File: src/rtl/cpu_pkg.sv
// Shared definitions for the 8-bit CPU front end: fetch FSM states,
// instruction width, PC step and reset PC, plus word-alignment helper.
package cpu_pkg;

  typedef enum logic [1:0] {
    IDLE = 2'd0,
    REQ  = 2'd1,
    DROP = 2'd2
  } fetch_state_e;

  localparam int unsigned INSTR_W          = 32;
  localparam logic [31:0] PC_INCR          = 32'd4;
  localparam logic [31:0] DEFAULT_RESET_PC = 32'h0000_0000;

  function automatic logic [31:0] align_pc(input logic [31:0] pc);
    return pc & 32'hFFFF_FFFC;
  endfunction

endpackage

File: src/rtl/fetch_buffer.sv
// Two-entry {word, pc} FIFO between fetch and decode. Entry 0 is always the
// head, so the head outputs come straight from registers.
module fetch_buffer
  import cpu_pkg::*;
(
  input  logic               clk,
  input  logic               rst_n,
  input  logic               flush,
  input  logic               push,
  input  logic [INSTR_W-1:0] push_word,
  input  logic [31:0]        push_pc,
  input  logic               pop,
  output logic [INSTR_W-1:0] head_word,
  output logic [31:0]        head_pc,
  output logic               head_valid,
  output logic [1:0]         occupancy
);

  logic [INSTR_W-1:0] word0_r, word1_r;
  logic [31:0]        pc0_r, pc1_r;
  logic [1:0]         occ_r;
  logic               do_push_s, do_pop_s;

  // Qualify push/pop against current fill level
  always_comb begin
    do_pop_s  = pop && (occ_r != 2'd0);
    do_push_s = push && ((occ_r != 2'd2) || do_pop_s);
  end

  // Entry storage and occupancy; flush discards everything including a push
  always_ff @(posedge clk or negedge rst_n) begin
    if (!rst_n) begin
      word0_r <= '0;
      word1_r <= '0;
      pc0_r   <= 32'd0;
      pc1_r   <= 32'd0;
      occ_r   <= 2'd0;
    end else if (flush) begin
      word0_r <= '0;
      word1_r <= '0;
      pc0_r   <= 32'd0;
      pc1_r   <= 32'd0;
      occ_r   <= 2'd0;
    end else begin
      case ({do_push_s, do_pop_s})
        2'b10: begin
          if (occ_r == 2'd0) begin
            word0_r <= push_word;
            pc0_r   <= push_pc;
          end else begin
            word1_r <= push_word;
            pc1_r   <= push_pc;
          end
          occ_r <= occ_r + 2'd1;
        end
        2'b01: begin
          word0_r <= word1_r;
          pc0_r   <= pc1_r;
          occ_r   <= occ_r - 2'd1;
        end
        2'b11: begin
          if (occ_r == 2'd1) begin
            word0_r <= push_word;
            pc0_r   <= push_pc;
          end else begin
            word0_r <= word1_r;
            pc0_r   <= pc1_r;
            word1_r <= push_word;
            pc1_r   <= push_pc;
          end
        end
        default: begin
        end
      endcase
    end
  end

  assign head_word  = word0_r;
  assign head_pc    = pc0_r;
  assign head_valid = (occ_r != 2'd0);
  assign occupancy  = occ_r;

endmodule

File: src/rtl/instr_fetch_unit.sv
// Instruction fetch stage: PC, imem request/ack FSM, redirect/flush handling.
// Optional decode-starve counter enabled by `define FETCH_STALL_CNT_EN.
module instr_fetch_unit
  import cpu_pkg::*;
#(
  parameter logic [31:0] RESET_PC = DEFAULT_RESET_PC
) (
  input  logic               CLK,
  input  logic               RESET,
  output logic               IMEM_REQ,
  output logic [31:0]        IMEM_ADDR,
  input  logic               IMEM_ACK,
  input  logic [INSTR_W-1:0] IMEM_RDATA,
  output logic [INSTR_W-1:0] INSTRUCTION,
  output logic [31:0]        INSTR_PC,
  output logic               INSTR_VALID,
  input  logic               INSTR_READY,
`ifdef FETCH_STALL_CNT_EN
  output logic [15:0]        STALL_CNT,
`endif
  input  logic               REDIRECT_VALID,
  input  logic [31:0]        REDIRECT_PC
);

  fetch_state_e state_r, state_next_s;
  logic         req_r, req_next_s;
  logic [31:0]  addr_r, addr_next_s;
  logic [31:0]  pc_r, pc_next_s;
  logic         push_s, pop_s, issue_ok_s;
  logic [1:0]   occ_s, occ_post_s;
  logic         head_valid_s;

  fetch_buffer u_fetch_buffer (
    .clk        (CLK),
    .rst_n      (RESET),
    .flush      (REDIRECT_VALID),
    .push       (push_s),
    .push_word  (IMEM_RDATA),
    .push_pc    (addr_r),
    .pop        (pop_s),
    .head_word  (INSTRUCTION),
    .head_pc    (INSTR_PC),
    .head_valid (head_valid_s),
    .occupancy  (occ_s)
  );

  // Post-edge occupancy decides whether another request may be in flight
  always_comb begin
    push_s     = (state_r == REQ) && IMEM_ACK;
    pop_s      = head_valid_s && INSTR_READY;
    occ_post_s = occ_s + {1'b0, push_s} - {1'b0, pop_s};
    issue_ok_s = !occ_post_s[1];
  end

  // Next state, request and PC; redirect overrides everything
  always_comb begin
    state_next_s = state_r;
    req_next_s   = req_r;
    addr_next_s  = addr_r;
    pc_next_s    = pc_r;
    if (REDIRECT_VALID) begin
      pc_next_s  = align_pc(REDIRECT_PC);
      req_next_s = 1'b1;
      if ((state_r == IDLE) || IMEM_ACK) begin
        state_next_s = REQ;
        addr_next_s  = align_pc(REDIRECT_PC);
      end else begin
        state_next_s = DROP;
      end
    end else begin
      case (state_r)
        IDLE: begin
          if (issue_ok_s) begin
            state_next_s = REQ;
            req_next_s   = 1'b1;
            addr_next_s  = pc_r;
          end else begin
            req_next_s = 1'b0;
          end
        end
        REQ: begin
          if (IMEM_ACK) begin
            pc_next_s = pc_r + PC_INCR;
            if (issue_ok_s) begin
              addr_next_s = pc_r + PC_INCR;
            end else begin
              state_next_s = IDLE;
              req_next_s   = 1'b0;
            end
          end else begin
            state_next_s = REQ;
          end
        end
        DROP: begin
          // stale data discarded; the redirected fetch goes out now
          if (IMEM_ACK) begin
            state_next_s = REQ;
            addr_next_s  = pc_r;
          end else begin
            state_next_s = DROP;
          end
        end
        default: begin
          state_next_s = IDLE;
          req_next_s   = 1'b0;
        end
      endcase
    end
  end

  // FSM and request registers
  always_ff @(posedge CLK or negedge RESET) begin
    if (!RESET) begin
      state_r <= IDLE;
      req_r   <= 1'b0;
      addr_r  <= 32'd0;
      pc_r    <= align_pc(RESET_PC);
    end else begin
      state_r <= state_next_s;
      req_r   <= req_next_s;
      addr_r  <= addr_next_s;
      pc_r    <= pc_next_s;
    end
  end

  assign IMEM_REQ    = req_r;
  assign IMEM_ADDR   = addr_r;
  assign INSTR_VALID = head_valid_s;

`ifdef FETCH_STALL_CNT_EN
  logic [15:0] stall_cnt_r;

  // Saturating count of edges where decode has nothing to consume
  always_ff @(posedge CLK or negedge RESET) begin
    if (!RESET) begin
      stall_cnt_r <= 16'd0;
    end else if (!head_valid_s && (stall_cnt_r != 16'hFFFF)) begin
      stall_cnt_r <= stall_cnt_r + 16'd1;
    end else begin
      stall_cnt_r <= stall_cnt_r;
    end
  end

  assign STALL_CNT = stall_cnt_r;
`endif

endmodule

File: config.mk
export PLATFORM = sky130hd
export DESIGN_NAME = instr_fetch_unit
export DESIGN_NICKNAME = d
export VERILOG_FILES = /design/src/rtl/cpu_pkg.sv /design/src/rtl/fetch_buffer.sv /design/src/rtl/instr_fetch_unit.sv
export SDC_FILE = /design/constraint.sdc
export NUM_CORES = 1
export LEC_CHECK = 0
export BUFFER_PORTS_ARGS = -buffer_cell sky130_fd_sc_hd__buf_2
export CORE_MARGIN = 5
export CORE_UTILIZATION = 50
export CTS_CLUSTER_SIZE = 30
export DETAILED_ROUTE_END_ITERATION = 8
export PLACE_DENSITY = 0.75
export SETUP_SLACK_MARGIN = 0.05
export SYNTH_ARGS = -nofsm -noshare
export SYNTH_HDL_FRONTEND = slang
export SYNTH_SLANG_ARGS = --single-unit
File: constraint.sdc
create_clock -name CLK -period 2.39 [get_ports CLK]
set_clock_uncertainty 0.2 [all_clocks]
set_input_delay 0.1195 -clock CLK [delete_from_list [all_inputs] [get_ports CLK]]
set_output_delay 0.1195 -clock CLK [all_outputs]
set_load 0.03 [all_outputs]
==> results of run 1 <==
[layer usage]
metal | global-route usage, % | part of all wire, % | vias to the layer above
li1 | - | - | 3855
met1 | 34.4 | 42 | 4191
met2 | 39.2 | 49 | 377
met3 | 4.75 | 6.8 | 54
met4 | 6.38 | 2.1 | 0
met5 | 0 | 0 | -
[registers in the layout (all words and copies together) (netlist names)]
name,cells
u_fetch_buffer.head_pc,31
u_fetch_buffer.pc1_r,31
IMEM_REQ,1
u_fetch_buffer.head_word,32
pc_r,30
u_fetch_buffer.occupancy,2
u_fetch_buffer.word1_r,32
IMEM_ADDR,31
state_r,2
[kinds of logic (layout without fill, tap and decap cells)]
logic type / after synthesis / count (layout) / share of synthesized area, %
simple gates: 261 / 263 / 13.6
compound gates: 219 / 219 / 17.3
flops: 192 / 192 / 50.7
buf+inv: 90 / 376 / 4.58
mux: 83 / 83 / 8.91
xor+xnor: 47 / 47 / 4.34
fa+ha+maj: 5 / 5 / 0.660
[power groups by stage]
| stage | Combinational (µW) | Clock (µW) | Sequential [µW] |
|---|---|---|---|
| after floorplan | 3170 | 0 | 6280 |
| after global placement | 6690 | 0 | 5010 |
| after detailed placement | 6810 | 0 | 5050 |
| after CTS | 7030 | 2910 | 4980 |
| after global routing | 8370 | 3080 | 5180 |
| final | 7860 | 2870 | 5060 |
[path summary, 6_finish.rpt]
path / cells after the start / slack [ps] / startpoint / end
setup / recovery: 12 / -180 / u_fetch_buffer.occupancy[1] / state_r[0]
hold reg to reg: 1 / 310 / u_fetch_buffer.pc1_r[25] / u_fetch_buffer.pc1_r[25]
min in group CLK: 6 / 190 / INSTR_READY / u_fetch_buffer.occupancy[1]
setup reg to reg: 12 / -180 / u_fetch_buffer.occupancy[1] / state_r[0]
hold / removal: 2 / 2 / RESET / u_fetch_buffer.head_pc[1]
max in group asynchronous: 3 / 1230 / RESET / pc_r[29]
[critical path: cells and delay by family, from the launching register on]
family | cells | cell delay [ps]
XOR/XNOR | 1 | 160
buffers and inverters | 5 | 410
flip-flops | 1 | 390
AND/OR/NAND/NOR | 2 | 390
adder cells (fa/ha/maj) | 2 | 380
AO/OA/AOI/OAI | 2 | 490
[repair_timing]
item,CTS,global route
endpoints found under the setup margin,95,120
resized for setup,12,49
buffers inserted,1,6
cloned,0,22
endpoints found under the hold margin,321,0
hold buffers,71,0
pin swaps,2,11
[per-stage QoR]
stage / worst slack, ps / hold slack (ps) / std cells / power [µW] / util, %
global placement: -67.0 / -88.1 / 1288 / 11700 / 59.4
global route: -298 / 34.7 / 1419 / 16600 / 70.1
detailed placement: -109 / -91.8 / 1288 / 11900 / 59.4
finish: -175 / 2.38 / 1419 / 15800 / 70.1
floorplan: -43.3 / -376 / 897 / 9450 / -
CTS: -24.5 / 8.71 / 1392 / 14900 / 66.6
[cells in the final DEF (no fill, tap or decap), types with 5 or more instances in the layout]
cell and instances:
a211oi_1 65, a21oi_1 20, a22o_1 65, a41oi_1 5, and3_1 7, buf_12 20
buf_2 162, buf_4 55, buf_6 8, clkbuf_16 31, dfrtp_1 192, dlygate4sd3_1 71
inv_1 8, inv_8 5, mux2_2 10, mux2i_1 72, nand2_1 31, nand2_2 7
nand2_4 6, nand2b_1 5, nand3_1 17, nand4_1 12, nor2_1 103, nor3_1 20
nor4_1 17, o21ai_0 19, o31ai_2 9, xnor2_1 35, xor2_1 10
[layout make-up]
cell class,count,area (µm²)
clock buffers,19,443
clock inverters,13,144
fillers,1325,5600
inverters,12,57.6
flip-flops and latches,192,4800
well taps,234,293
multi-input cells,617,4560
repair buffers,332,2800
==> reports/results.ini, run 1 <==
[status]
status = finished with violations
failed_checks = negative setup slack

[worst_hold_path]
worstHoldPathType = primary input to async pin

[pwr]
p_switching_uw = 6950
vdd_drop_max_v = 0.000809
seqPwrFrac_pct = 32.0
p_leak_uw = 0.00587
clock_power_share_pct = 18.2
internal_power_uw = 8840
switching_share_pct = 44.0
p_comb_share_pct = 49.8
p_per_area_nw_per_um2 = 1210

[sta]
setup_viol = 18
worst_slew_pin_slew_ps = 692
rsz0062_at_grt = true
fin_setup_tns_ps = -639
hold_viol = 0
fin_crit_ps = 2570
relSlewSlack_pct = 53.8
fin_crit_sh_pct = 107
timing.fmax_mhz = 390
drv_slew = 0
setup_ws_ps = -175

[critical_path]
cp.required_ps = 2500
path_common_cell = ha_4
cp.arrival_ps = 2670
cp-start-kind = register
crit_path_end_kind = register
crit_path_max_fanout = 3
worstPathCellList = inv_2 -> ha_4 -> inv_8 -> nand2_8 -> inv_6 -> ha_4 -> and4bb_2 -> xnor2_4 -> buf_4 -> o21ai_0 -> a222oi_1 -> inv_1
cpMaxStageDelayCell = dfrtp_1
crit_path_max_incr_delay_ps = 390
crit_type = register to register

[floorplanning]
rows = 50
start_util_pct = 50.7
fp.dieH_um = 148
io_pins = 167
die-area_um2 = 21800
coreArea_um2 = 18700
die_w_um = 148

[route]
firstDrtPassIters = 6
ant_nets = 0
drt-total-wl_mm = 29.8
drc = 0
wl_per_cell_um = 21.0
num_vias = 8477
dr.first_iter.drc_count = 674
vias_per_cell = 5.97

[global_routing]
grt_overflow = 0
antenna_found_initial = 0
grt_pass1_vias = 8100
grt_pass1_wl_mm = 43.3
grt_start_max_net_pins = 82
grt_usage_pct = 24.5

[clocking]
cts_sinks = 192
htreeDepth = 4
cts_made_buffers = 17
clk_pin_slew_ps = 80
clockBufferDepth = 2
clk-insertion-delay-late_ps = 430
root_buffer = clkbuf_16
cts_tree = done

[logic_synthesis]
synth-main-ff-cell = dfrtp_1
synth_edf_count = 0
netlist_instances = 897
synth-seq-cells = 192
synth_common_cells = dfrtp_1, nor2_1, mux2i_1
synth_most_common_cell = dfrtp_1
synth_top_area_share_pct = 50.7
yosys.cell_types.count = 60
yosysWarnings = 0
synth_largest_area_cell = dfrtp_1
synth_nets = 971
netlist_area_um2 = 9480
synthTopCellsByArea = dfrtp_1, mux2i_1, a22o_1
syn_avg_cell_area_um2 = 10.6
synthArstFlopShare_pct = 100
ys_seq_area_share_pct = 50.7

[job]
cap_violations = 0

[final_layout]
area_growth_syn_to_layout_pct = 38.2
final_area_um2 = 13100
final_layout_size_suffix_gt1_share_pct = 30.6
antennaDiodeCount = 0
final_nets = 1246

[place]
port_buffers = 164
dp_hpwl_mm = 18.0
place_congestion = 0.902
dpl_cell_area_um2 = 11100

No activity file was read; power rests on OpenSTA's default activity.
==> run 2: changes to the inputs <==
--- a/config.mk
+++ b/config.mk
@@ -5,12 +5,13 @@
 export SDC_FILE = /design/constraint.sdc
 export NUM_CORES = 1
 export LEC_CHECK = 0
-export BUFFER_PORTS_ARGS = -buffer_cell sky130_fd_sc_hd__buf_2
+export BUFFER_PORTS_ARGS = -buffer_cell sky130_fd_sc_hd__buf_4
 export CORE_MARGIN = 5
 export CORE_UTILIZATION = 50
 export CTS_CLUSTER_SIZE = 30
 export DETAILED_ROUTE_END_ITERATION = 8
-export PLACE_DENSITY = 0.75
+export MAX_ROUTING_LAYER = met4
+export PLACE_DENSITY = 0.73
 export SETUP_SLACK_MARGIN = 0.05
 export SYNTH_ARGS = -nofsm -noshare
 export SYNTH_HDL_FRONTEND = slang
==> constraint.sdc (replaced) <==
create_clock -name CLK -period 3.09 [get_ports CLK]
set_clock_uncertainty 0.2 [all_clocks]
set_input_delay 0.1545 -clock CLK [delete_from_list [all_inputs] [get_ports CLK]]
set_output_delay 0.1545 -clock CLK [all_outputs]
set_load 0.03 [all_outputs]
==> run 2 against run 1 <==
Net effect:
- largest cell class unchanged
- non-clock buffer count is 61 lower
- die area is the same
- count of clock-buffer cells in the layout down 2
- sequential power fell by 23%
- largest power group unchanged
- power shrank 28%
- combinational power is 34% lower
- routed wire length fell by 15%
- the flow now finishes without violations
- global-route usage fell by 0.31 points
- clock power decreased by 18%
==> reports/results.ini, run 2 (synthesized netlist as in run 1, its figures left out) <==
[status]
status = finished clean

[pwr]
clock_power_share_pct = 20.4
seqPwrFrac_pct = 34.2
p_leak_uw = 0.00543
internal_power_uw = 6580
p_comb_share_pct = 45.3
p_total_uw = 11400
p_switching_uw = 4850
vdd_drop_max_v = 0.000454
p_per_area_nw_per_um2 = 925
switching_share_pct = 42.4

[place]
placed_cells = 1248
port_buffers = 164
place_congestion = 0.912
dp_hpwl_mm = 16.9
dp_slack_ps = 119

[sta]
hold_viol = 0
worst_slew_pin_slew_ps = 895
relSlewSlack_pct = 40.3
fin_crit_ps = 2830
hold_ws_ps = 52.6
setup_viol = 0
drv_slew = 0
rsz0062_at_grt = false
setup_ws_ps = 262
fin_setup_tns_ps = 0
fin_crit_sh_pct = 91.5
timing.fmax_mhz = 354

[final_layout]
layout_commonest_cell = dfrtp_1
final_nets = 1183
final_cell_mix = dfrtp_1, buf_4, nor2_1
area_growth_syn_to_layout_pct = 30.4
antennaDiodeCount = 0
final_layout_size_suffix_gt1_share_pct = 22.7
final-instance-count-excl-fill = 1356

[clocking]
cts_tree = done
clk_pin_slew_ps = 70
htreeDepth = 4
clockBufferDepth = 2
cts_sinks = 192
root_buffer = clkbuf_16
post-cts-setup-buffers = 0
clk-insertion-delay-late_ps = 430
cts_made_buffers = 17

[route]
met1_length_mm = 11.6
dr_wl_met3_mm = 1.35
num_vias = 7800
route.met2.wl_mm = 12.1
dr.first_iter.drc_count = 446
dr.max_layer_used = met4
firstDrtPassIters = 5
drt-total-wl_mm = 25.5
ant_nets = 0
wl_per_cell_um = 18.8
drc = 0
vias_per_cell = 5.75

[critical_path]
cp-start-kind = register
worstPathCellList = and4_1 -> nand4_4 -> buf_4 -> nor4_1 -> xnor2_1 -> o21ai_0 -> dlygate4sd3_1
crit_path_end_kind = register
cpMaxStageDelayCell = dlygate4sd3_1
crit_type = register to register
cp.required_ps = 3210
cp.arrival_ps = 2940
crit_path_max_fanout = 11
rr_worst_depth = 7
crit_path_max_incr_delay_ps = 560

[floorplanning]
die-area_um2 = 21800
coreArea_um2 = 18700
start_util_pct = 50.7
rows = 50
die_w_um = 148
fp.dieH_um = 148
io_pins = 167

[global_routing]
grt_pass1_vias = 7656
antenna_found_initial = 0
grt_overflow = 0
grt_start_max_net_pins = 91
grt_pass1_wl_mm = 41.4
grt_usage_pct = 24.1

[worst_hold_path]
holdPathStages = 5
worstHoldPathType = primary input to register

[job]
cap_violations = 0

## run 2: what timing repair did
| item | in CTS | in global routing |
|---|---|---|
| hold buffers | 76 | 0 |
| endpoints found under the setup margin | 0 | 27 |
| endpoints found under the hold margin | 214 | 0 |
| resized for setup | 0 | 4 |
## run 2: path summary, 6_finish.rpt
kind / from / to / slack [ps]
worst max-delay path: pc_r[4] / pc_r[27] / 260
worst min-delay path: INSTR_READY / u_fetch_buffer.head_pc[31] / 50
worst max register to register: pc_r[4] / pc_r[27] / 260
worst min register to register: u_fetch_buffer.word1_r[25] / u_fetch_buffer.word1_r[25] / 300
max in group asynchronous: RESET / u_fetch_buffer.pc1_r[8] / 1710
min in group asynchronous: RESET / u_fetch_buffer.head_pc[1] / 130
## run 2: layer usage
| layer | up-vias | track usage (%) |
|---|---|---|
| met5 | - | - |
| met4 | 0 | 6.06 |
| met3 | 33 | 3.89 |
| met2 | 235 | 37.1 |
| met1 | 3813 | 33.9 |
| li1 | 3719 | - |
## run 2: cell type report
cell class | instances | area, µm²
fill | 1479 | 6340
sequential | 192 | 4800
multi-input combinational | 615 | 4290
timing repair buffer | 271 | 2310
clock buffer | 17 | 425
tap | 234 | 293
clock inverter | 15 | 201
inverter | 12 | 45.0
## run 2: critical path: cells and delay by family, from the launching register on
kind                      cells  cell delay (ps)
xor gates and xnor gates      1              160
buffers and inverters         2              800
DFF                           1              520
AOI/OAI and AO/OA             1               80
and+or+nand+nor               3              950
## run 2: power by group through the flow
stage | sequential (µW) | clock, µW | combinational (µW)
after global routing | 4030 | 2480 | 5600
final | 3920 | 2340 | 5190
after detailed placement | 3960 | 0 | 5100
after CTS | 3910 | 2370 | 5200
after global placement | 3930 | 0 | 5020
after floorplan | 4860 | 0 | 2310
## run 2: through the flow
step	cell area [µm²]	utilization (%)
after floorplan	9480	-
after global placement	11000	58.6
after detailed placement	11000	58.6
after CTS	12300	66.0
after global routing	12400	66.1
final	12400	66.1
